--- src/rtl/smpl_mem_arbiter_if.sv ---
// Requester and RAM-side signal bundle for smpl_mem_arbiter.
// slave is the arbiter's view; master is the requesters/RAM view.
interface smpl_mem_arbiter_if #(
   parameter int unsigned ADDR_W = 13,
   parameter int unsigned DATA_W = 16
);
   logic              f_req;
   logic [ADDR_W-1:0] f_addr;
   logic              f_gnt;
   logic              f_rvalid;

   logic              d_req;
   logic              d_we;
   logic [ADDR_W-1:0] d_addr;
   logic [DATA_W-1:0] d_wdata;
   logic              d_gnt;
   logic              d_rvalid;

   logic              l_req;
   logic              l_we;
   logic [ADDR_W-1:0] l_addr;
   logic [DATA_W-1:0] l_wdata;
   logic              l_gnt;
   logic              l_rvalid;

   logic [DATA_W-1:0] rdata;

   logic              mem_en;
   logic              mem_we;
   logic [ADDR_W-1:0] mem_addr;
   logic [DATA_W-1:0] mem_wdata;
   logic [DATA_W-1:0] mem_rdata;

   modport slave (
      input  f_req, f_addr,
      input  d_req, d_we, d_addr, d_wdata,
      input  l_req, l_we, l_addr, l_wdata,
      input  mem_rdata,
      output f_gnt, f_rvalid, d_gnt, d_rvalid, l_gnt, l_rvalid,
      output rdata, mem_en, mem_we, mem_addr, mem_wdata
   );

   modport master (
      output f_req, f_addr,
      output d_req, d_we, d_addr, d_wdata,
      output l_req, l_we, l_addr, l_wdata,
      output mem_rdata,
      input  f_gnt, f_rvalid, d_gnt, d_rvalid, l_gnt, l_rvalid,
      input  rdata, mem_en, mem_we, mem_addr, mem_wdata
   );
endinterface

--- src/rtl/smpl_mem_arbiter.sv ---
// Three-way arbiter for one single-port synchronous RAM: loader priority, fetch/data
// round-robin, wait counters that force a grant, registered command, tagged read return.
module smpl_mem_arbiter #(
   parameter int unsigned ADDR_W   = 13,
   parameter int unsigned DATA_W   = 16,
   parameter int unsigned MAX_WAIT = 4
) (
   input logic                clock,
   input logic                reset,
   smpl_mem_arbiter_if.slave  bus
);
   localparam int unsigned CNT_W = $clog2(MAX_WAIT + 1);
   localparam logic [CNT_W-1:0] WaitMax = CNT_W'(MAX_WAIT);

   typedef enum logic [1:0] {OwnFetch, OwnData, OwnLoad} owner_e;

   logic [CNT_W-1:0]  f_wait_q, f_wait_d, d_wait_q, d_wait_d, l_wait_q, l_wait_d;
   logic              rr_data_last_q, rr_data_last_d;
   logic              f_gnt, d_gnt, l_gnt;
   logic              f_sat, d_sat, l_sat;
   logic              hs, sel_we;
   logic [ADDR_W-1:0] sel_addr;
   logic [DATA_W-1:0] sel_wdata;
   owner_e            sel_own;

   logic              mem_en_q, mem_en_d, mem_we_q, mem_we_d;
   logic [ADDR_W-1:0] mem_addr_q, mem_addr_d;
   logic [DATA_W-1:0] mem_wdata_q, mem_wdata_d;
   logic              ret1_vld_q, ret1_vld_d, ret2_vld_q;
   owner_e            ret1_own_q, ret1_own_d, ret2_own_q;

   function automatic logic [CNT_W-1:0] next_wait(input logic req, input logic gnt,
                                                   input logic [CNT_W-1:0] cnt);
      if (!req || gnt) return '0;
      if (cnt == WaitMax) return cnt;
      return cnt + 1'b1;
   endfunction

   assign f_sat = bus.f_req && (f_wait_q == WaitMax);
   assign d_sat = bus.d_req && (d_wait_q == WaitMax);
   assign l_sat = bus.l_req && (l_wait_q == WaitMax);

   always_comb begin
      f_gnt = 1'b0;
      d_gnt = 1'b0;
      l_gnt = 1'b0;
      if (!reset) begin
         if (f_sat)                         f_gnt = 1'b1;
         else if (d_sat)                    d_gnt = 1'b1;
         else if (l_sat)                    l_gnt = 1'b1;
         else if (bus.l_req)                l_gnt = 1'b1;
         else if (bus.f_req && bus.d_req) begin
            // Whoever was not granted last wins the contention.
            if (rr_data_last_q) f_gnt = 1'b1;
            else                d_gnt = 1'b1;
         end
         else if (bus.f_req)                f_gnt = 1'b1;
         else if (bus.d_req)                d_gnt = 1'b1;
      end
   end

   always_comb begin
      hs        = f_gnt | d_gnt | l_gnt;
      sel_we    = 1'b0;
      sel_addr  = bus.f_addr;
      sel_wdata = '0;
      sel_own   = OwnFetch;
      if (d_gnt) begin
         sel_we    = bus.d_we;
         sel_addr  = bus.d_addr;
         sel_wdata = bus.d_wdata;
         sel_own   = OwnData;
      end else if (l_gnt) begin
         sel_we    = bus.l_we;
         sel_addr  = bus.l_addr;
         sel_wdata = bus.l_wdata;
         sel_own   = OwnLoad;
      end

      f_wait_d       = next_wait(bus.f_req, f_gnt, f_wait_q);
      d_wait_d       = next_wait(bus.d_req, d_gnt, d_wait_q);
      l_wait_d       = next_wait(bus.l_req, l_gnt, l_wait_q);
      rr_data_last_d = f_gnt ? 1'b0 : (d_gnt ? 1'b1 : rr_data_last_q);

      mem_en_d    = hs;
      mem_we_d    = hs & sel_we;
      mem_addr_d  = hs ? sel_addr : mem_addr_q;
      mem_wdata_d = (hs && sel_we) ? sel_wdata : mem_wdata_q;
      ret1_vld_d  = hs & ~sel_we;
      ret1_own_d  = sel_own;
   end

   always_ff @(posedge clock) begin
      if (reset) begin
         f_wait_q       <= '0;
         d_wait_q       <= '0;
         l_wait_q       <= '0;
         rr_data_last_q <= 1'b1;
         mem_en_q       <= 1'b0;
         mem_we_q       <= 1'b0;
         mem_addr_q     <= '0;
         mem_wdata_q    <= '0;
         ret1_vld_q     <= 1'b0;
         ret1_own_q     <= OwnFetch;
         ret2_vld_q     <= 1'b0;
         ret2_own_q     <= OwnFetch;
      end else begin
         f_wait_q       <= f_wait_d;
         d_wait_q       <= d_wait_d;
         l_wait_q       <= l_wait_d;
         rr_data_last_q <= rr_data_last_d;
         mem_en_q       <= mem_en_d;
         mem_we_q       <= mem_we_d;
         mem_addr_q     <= mem_addr_d;
         mem_wdata_q    <= mem_wdata_d;
         ret1_vld_q     <= ret1_vld_d;
         ret1_own_q     <= ret1_own_d;
         ret2_vld_q     <= ret1_vld_q;
         ret2_own_q     <= ret1_own_q;
      end
   end

   assign bus.f_gnt     = f_gnt;
   assign bus.d_gnt     = d_gnt;
   assign bus.l_gnt     = l_gnt;
   assign bus.f_rvalid  = ret2_vld_q && (ret2_own_q == OwnFetch);
   assign bus.d_rvalid  = ret2_vld_q && (ret2_own_q == OwnData);
   assign bus.l_rvalid  = ret2_vld_q && (ret2_own_q == OwnLoad);
   assign bus.rdata     = bus.mem_rdata;
   assign bus.mem_en    = mem_en_q;
   assign bus.mem_we    = mem_we_q;
   assign bus.mem_addr  = mem_addr_q;
   assign bus.mem_wdata = mem_wdata_q;
endmodule
--- src/flat_wrapper.sv ---
// flat-port wrapper written by rule: the top's interface ports become plain ports
module smpl_mem_arbiter_flat 
#(
   parameter int unsigned ADDR_W   = 13,
   parameter int unsigned DATA_W   = 16,
   parameter int unsigned MAX_WAIT = 4
)
  (clock, reset, bus_f_req, bus_f_addr, bus_d_req, bus_d_we, bus_d_addr, bus_d_wdata, bus_l_req, bus_l_we, bus_l_addr, bus_l_wdata, bus_mem_rdata, bus_f_gnt, bus_f_rvalid, bus_d_gnt, bus_d_rvalid, bus_l_gnt, bus_l_rvalid, bus_rdata, bus_mem_en, bus_mem_we, bus_mem_addr, bus_mem_wdata);
  smpl_mem_arbiter_if #(.ADDR_W(ADDR_W), .DATA_W(DATA_W)) bus_i ();
  input logic clock;
  input logic reset;
  input wire logic [$bits(bus_i.f_req)-1:0] bus_f_req;
  input wire logic [$bits(bus_i.f_addr)-1:0] bus_f_addr;
  input wire logic [$bits(bus_i.d_req)-1:0] bus_d_req;
  input wire logic [$bits(bus_i.d_we)-1:0] bus_d_we;
  input wire logic [$bits(bus_i.d_addr)-1:0] bus_d_addr;
  input wire logic [$bits(bus_i.d_wdata)-1:0] bus_d_wdata;
  input wire logic [$bits(bus_i.l_req)-1:0] bus_l_req;
  input wire logic [$bits(bus_i.l_we)-1:0] bus_l_we;
  input wire logic [$bits(bus_i.l_addr)-1:0] bus_l_addr;
  input wire logic [$bits(bus_i.l_wdata)-1:0] bus_l_wdata;
  input wire logic [$bits(bus_i.mem_rdata)-1:0] bus_mem_rdata;
  output wire logic [$bits(bus_i.f_gnt)-1:0] bus_f_gnt;
  output wire logic [$bits(bus_i.f_rvalid)-1:0] bus_f_rvalid;
  output wire logic [$bits(bus_i.d_gnt)-1:0] bus_d_gnt;
  output wire logic [$bits(bus_i.d_rvalid)-1:0] bus_d_rvalid;
  output wire logic [$bits(bus_i.l_gnt)-1:0] bus_l_gnt;
  output wire logic [$bits(bus_i.l_rvalid)-1:0] bus_l_rvalid;
  output wire logic [$bits(bus_i.rdata)-1:0] bus_rdata;
  output wire logic [$bits(bus_i.mem_en)-1:0] bus_mem_en;
  output wire logic [$bits(bus_i.mem_we)-1:0] bus_mem_we;
  output wire logic [$bits(bus_i.mem_addr)-1:0] bus_mem_addr;
  output wire logic [$bits(bus_i.mem_wdata)-1:0] bus_mem_wdata;
  assign bus_i.f_req = bus_f_req;
  assign bus_i.f_addr = bus_f_addr;
  assign bus_i.d_req = bus_d_req;
  assign bus_i.d_we = bus_d_we;
  assign bus_i.d_addr = bus_d_addr;
  assign bus_i.d_wdata = bus_d_wdata;
  assign bus_i.l_req = bus_l_req;
  assign bus_i.l_we = bus_l_we;
  assign bus_i.l_addr = bus_l_addr;
  assign bus_i.l_wdata = bus_l_wdata;
  assign bus_i.mem_rdata = bus_mem_rdata;
  assign bus_f_gnt = bus_i.f_gnt;
  assign bus_f_rvalid = bus_i.f_rvalid;
  assign bus_d_gnt = bus_i.d_gnt;
  assign bus_d_rvalid = bus_i.d_rvalid;
  assign bus_l_gnt = bus_i.l_gnt;
  assign bus_l_rvalid = bus_i.l_rvalid;
  assign bus_rdata = bus_i.rdata;
  assign bus_mem_en = bus_i.mem_en;
  assign bus_mem_we = bus_i.mem_we;
  assign bus_mem_addr = bus_i.mem_addr;
  assign bus_mem_wdata = bus_i.mem_wdata;
  smpl_mem_arbiter #(.ADDR_W(ADDR_W), .DATA_W(DATA_W), .MAX_WAIT(MAX_WAIT)) u_core (.clock(clock), .reset(reset), .bus(bus_i));
endmodule
--- config.mk ---
export PLATFORM = sky130hd
export DESIGN_NAME = smpl_mem_arbiter_flat
export DESIGN_NICKNAME = d
export VERILOG_FILES = /design/src/rtl/smpl_mem_arbiter_if.sv /design/src/rtl/smpl_mem_arbiter.sv /design/src/flat_wrapper.sv
export SDC_FILE = /design/constraint.sdc
export NUM_CORES = 1
export LEC_CHECK = 0
export ABC_CLOCK_PERIOD_IN_PS = 2200
export BUFFER_PORTS_ARGS = -buffer_cell sky130_fd_sc_hd__buf_4
export CORE_ASPECT_RATIO = 1.25
export CORE_MARGIN = 2
export CORE_UTILIZATION = 44
export DETAILED_ROUTE_END_ITERATION = 8
export PLACE_DENSITY = 0.78
export REMOVE_ABC_BUFFERS = 1
export SLEW_MARGIN = 15
export SYNTH_ARGS = -nofsm -noshare
export SYNTH_HDL_FRONTEND = slang
export SYNTH_SLANG_ARGS = --single-unit
--- constraint.sdc ---
create_clock -name clock -period 2.2 [get_ports clock]
set_clock_uncertainty 0.15 [all_clocks]
set_input_delay 0 -clock clock [delete_from_list [all_inputs] [get_ports clock]]
set_output_delay 0 -clock clock [all_outputs]
set_load 0.005 [all_outputs]
==> summary.txt <==
Run status
  – Status: finished, final reports clean

CTS
  – CTS Buf Count: 5
  – Max Buffers Root-to-Sink: 2
  – H-tree depth: 2
  – Clk_lat worst skew: 0.30 ns
  – Root Buffer: clkbuf_8
  – Worst-path clk slew: 0.09 ns
  – TritonCTS clock tree: done
  – Clock sinks: 44

Power
  – Sequential Power Share: 43.4%
  – Pleak: 1.818 nW
  – Internal Pwr Total: 1.476 mW
  – Maximum vdd drop: 326.0 uV
  – Gate power share: 24.1%
  – NetSw: 0.5166 mW
  – Clk network pwr share: 32.4%
  – Power per Cell Area: 490.7 nW/um^2
  – Sw Ratio: 25.93%

Setup path
  – FF-to-FF path depth: 7
  – Setup crit start: u_core.d_wait_q[0]
  – Critical Setup Path Class: reg2out
  – Critical path launch point type: register
  – Slowest-stage cell, CP: a21oi_2
  – Crit path largest cell delay: 0.34 ns
  – Critical R2R Launch: u_core.d_wait_q[0]
  – CP Cell Sequence: inv_1 > ha_1 > nand2_1 > a21oi_2 > buf_12 > and2_1 > buf_4
  – Worst-path fanout max: 18
  – Worst R2R End: u_core.bus.mem_wdata[6]
  – R2r setup slk: 0.23 ns
  – Required time of the critical path: 2.05 ns
  – CP arrival: 1.85 ns
  – CP endpoint kind: primary output
  – CP Capture Point: bus_d_gnt

Synthesis
  – Top FF cell, synth: dfxtp_1
  – Unique masters post-synth: 38
  – Compound-Gate Fraction of Synth Area: 22.61%
  – Syn avg cell area: 8.649 sq um
  – Ys async rst share: 0%
  – Post-Syn Instances: 286
  – Synth Area in XOR/XNOR: 0.3541%
  – Post-synthesis sequential area ratio: 35.61%
  – Synthesized area: 2474 sq um
  – Yosys warns: 0
  – Flops & latches, synth: 44
  – Combinational family with the most area after synthesis: compound AO/OA/AOI/OAI gates
  – Post-Synth Adder-Cell Area: 2.023%
  – EDFF count, synth: 0
  – Proportion of synthesized area in mux cells: 6.879%
  – Synth Area in Simple Gates: 21.80%

Die
  – DIE AREA: 6242 sq um
  – Die W: 71.07 microns
  – Num rows: 30
  – Core ar.: 5443 sq um
  – Initial Utilization: 45.45%
  – Die Y: 87.83 microns
  – I/O pin cnt: 147

Cells and area
  – Area grow syn2layout: 64.14%
  – N_diodes: 0
  – Design area: 4060 sq um
  – Fillers: 365
  – Most frequent cells in the layout: 124 x buf_4, 66 x dlygate4sd3_1, 44 x dfxtp_1, 20 x nand2_1, 19 x nand2b_1
  – Most common cell after layout, fill and taps aside: buf_4
  – Final nets: 545
  – Fraction of layout cells with a size suffix above 1: 31.25%
  – End-of-flow core utilization: 74.60%

GRT
  – GRT Util Overall: 28.91%
  – First-pass GRT wire length: 13.97 mm
  – Initial antenna violation count: 0
  – Largest net degree at the start of global routing: 29
  – Vias in the first global route: 2,776
  – Grt ovf: 0

Route
  – # DRC: 0
  – DRT iter0 DRCs: 296
  – Drt wl/cell: 18.20 microns
  – First-pass DRT Iterations: 5
  – Vias per cell: 5.545
  – Via count: 2,839
  – Detailed Route WL: 9.319 mm
  – Post-DRT Antenna Nets: 0

STA
  – Final Hold Fails: 0
  – RSZ-0062 raised after global routing: false
  – Post-route minimum period: 1.999 ns
  – Worst-Margin Slew: 0.8587 ns
  – Final Max Tran Viols: 0
  – Fmax: 500.2 MHz
  – Finish-stage setup viols: 0
  – Share of the clock period used by the worst path: 90.87%
  – Slew margin rel.: 42.54%

Placement
  – Hpwl dp: 5.669 mm
  – Area after DPL: 3284 sq um
  – PortBufs: 114
  – RD Place Congestion: 0.8006

Run
  – Max Cap Viol: 0

Min path
  – Hold WC Path Type: in2reg
[worst max-delay path: cells and delay by family, from the launching register on]
kind                       cells  cell delay, ns
AOI/OAI and AO/OA              1            0.34
adders and majority gates      1            0.24
buffers and inverters          3            0.41
DFF                            1            0.33
and+or+nand+nor                2            0.23
[layout make-up]
class	instances	area, sq um	share of cell area [%]
Clock buffer	5	68.82	1.695
Clock inverter	3	46.29	1.140
Inverter	5	18.77	0.4623
Multi-Input combinational cell	199	1334	32.85
Sequential cell	44	880.8	21.69
Tap cell	64	80.08	1.972
Timing Repair Buffer	192	1632	40.18
[synthesized netlist by cell type (8+ instances only)]
master	number	share of area, %
buf_2	9	1.8
buf_4	17	5.2
o21ai_0	15	3.0
nor2_1	9	1.4
mux2i_1	17	6.9
nand3b_1	13	3.9
nand2_1	20	3.0
nand2b_1	19	4.8
a211o_1	13	4.6
a21oi_1	17	3.4
dfxtp_1	44	36
nor3_1	17	3.4
o31ai_1	13	3.9
a22oi_1	17	5.2
clkbuf_1	8	1.2
[kinds of logic (layout without fill, tap and decap cells)]
family,Yosys count,count (layout)
flops,44,44
buf+inv,43,205
simple gates,96,96
xor+xnor,1,1
fa+ha+maj,4,4
mux,17,17
compound gates,81,81
[state kept, by name (all words and copies together), names as in the netlist]
signal and cells:
u_core.bus.mem_addr 13, u_core.bus.mem_en 1, u_core.bus.mem_wdata 16, u_core.bus.mem_we 1
u_core.d_wait_q 3, u_core.f_wait_q 3, u_core.ret1_own_q 2, u_core.ret1_vld_q 1
u_core.ret2_own_q 2, u_core.ret2_vld_q 1, u_core.rr_data_last_q 1
[how the worst min path moves through the flow]
stage | from | end | slack, ns | cells past startpoint
detailed placement | bus_mem_rdata[10] | bus_rdata[10] | -0.15 | 0
finish | bus_d_addr[12] | u_core.bus.mem_addr[12] | 0.009 | 4
global route | bus_l_addr[10] | u_core.bus.mem_addr[10] | 0.02 | 4
global placement | bus_mem_rdata[10] | bus_rdata[10] | -0.15 | 0
floorplan | bus_mem_rdata[0] | bus_rdata[0] | -0.15 | 0
CTS | bus_d_addr[6] | u_core.bus.mem_addr[6] | 0.0003 | 4
[layer usage]
metal / track usage (%) / vias to the layer above / share of wire (%)
li1: - / 1330 / -
met1: 35.00 / 1310 / 38
met2: 48.17 / 150 / 51
met3: 4.603 / 49 / 5.6
met4: 17.67 / 0 / 5.8
met5: 0 / - / 0
[timing repair]
item,4_1_cts,5_1_grt
endpoints found under the hold margin,53,0
buffers inserted,0,0
gates resized for setup,0,0
hold buffers,66,0
[per-stage QoR]
step	TNS, ns	std cells	power, mW	worst slack, ns	hold slack (ns)
final	0	512	1.992	0.2008	0.009149
after floorplan	-0.04659	248	1.018	-0.003584	-0.1500
after detailed placement	0	438	1.247	0.2897	-0.1500
after global placement	0	438	1.237	0.3847	-0.1500
after CTS	0	512	1.981	0.2060	0.0003052
after global routing	0	512	2.065	0.07021	0.02308
[power groups by stage]
stage | logic, mW | clock network (mW) | registers (mW)
2_1_floorplan | 0.136 | 0 | 0.881
3_3_place_gp | 0.357 | 0 | 0.879
3_5_place_dp | 0.365 | 0 | 0.882
4_1_cts | 0.466 | 0.651 | 0.863
5_1_grt | 0.511 | 0.684 | 0.870
6_report | 0.481 | 0.646 | 0.865
Power figures use the tool's default switching activity.
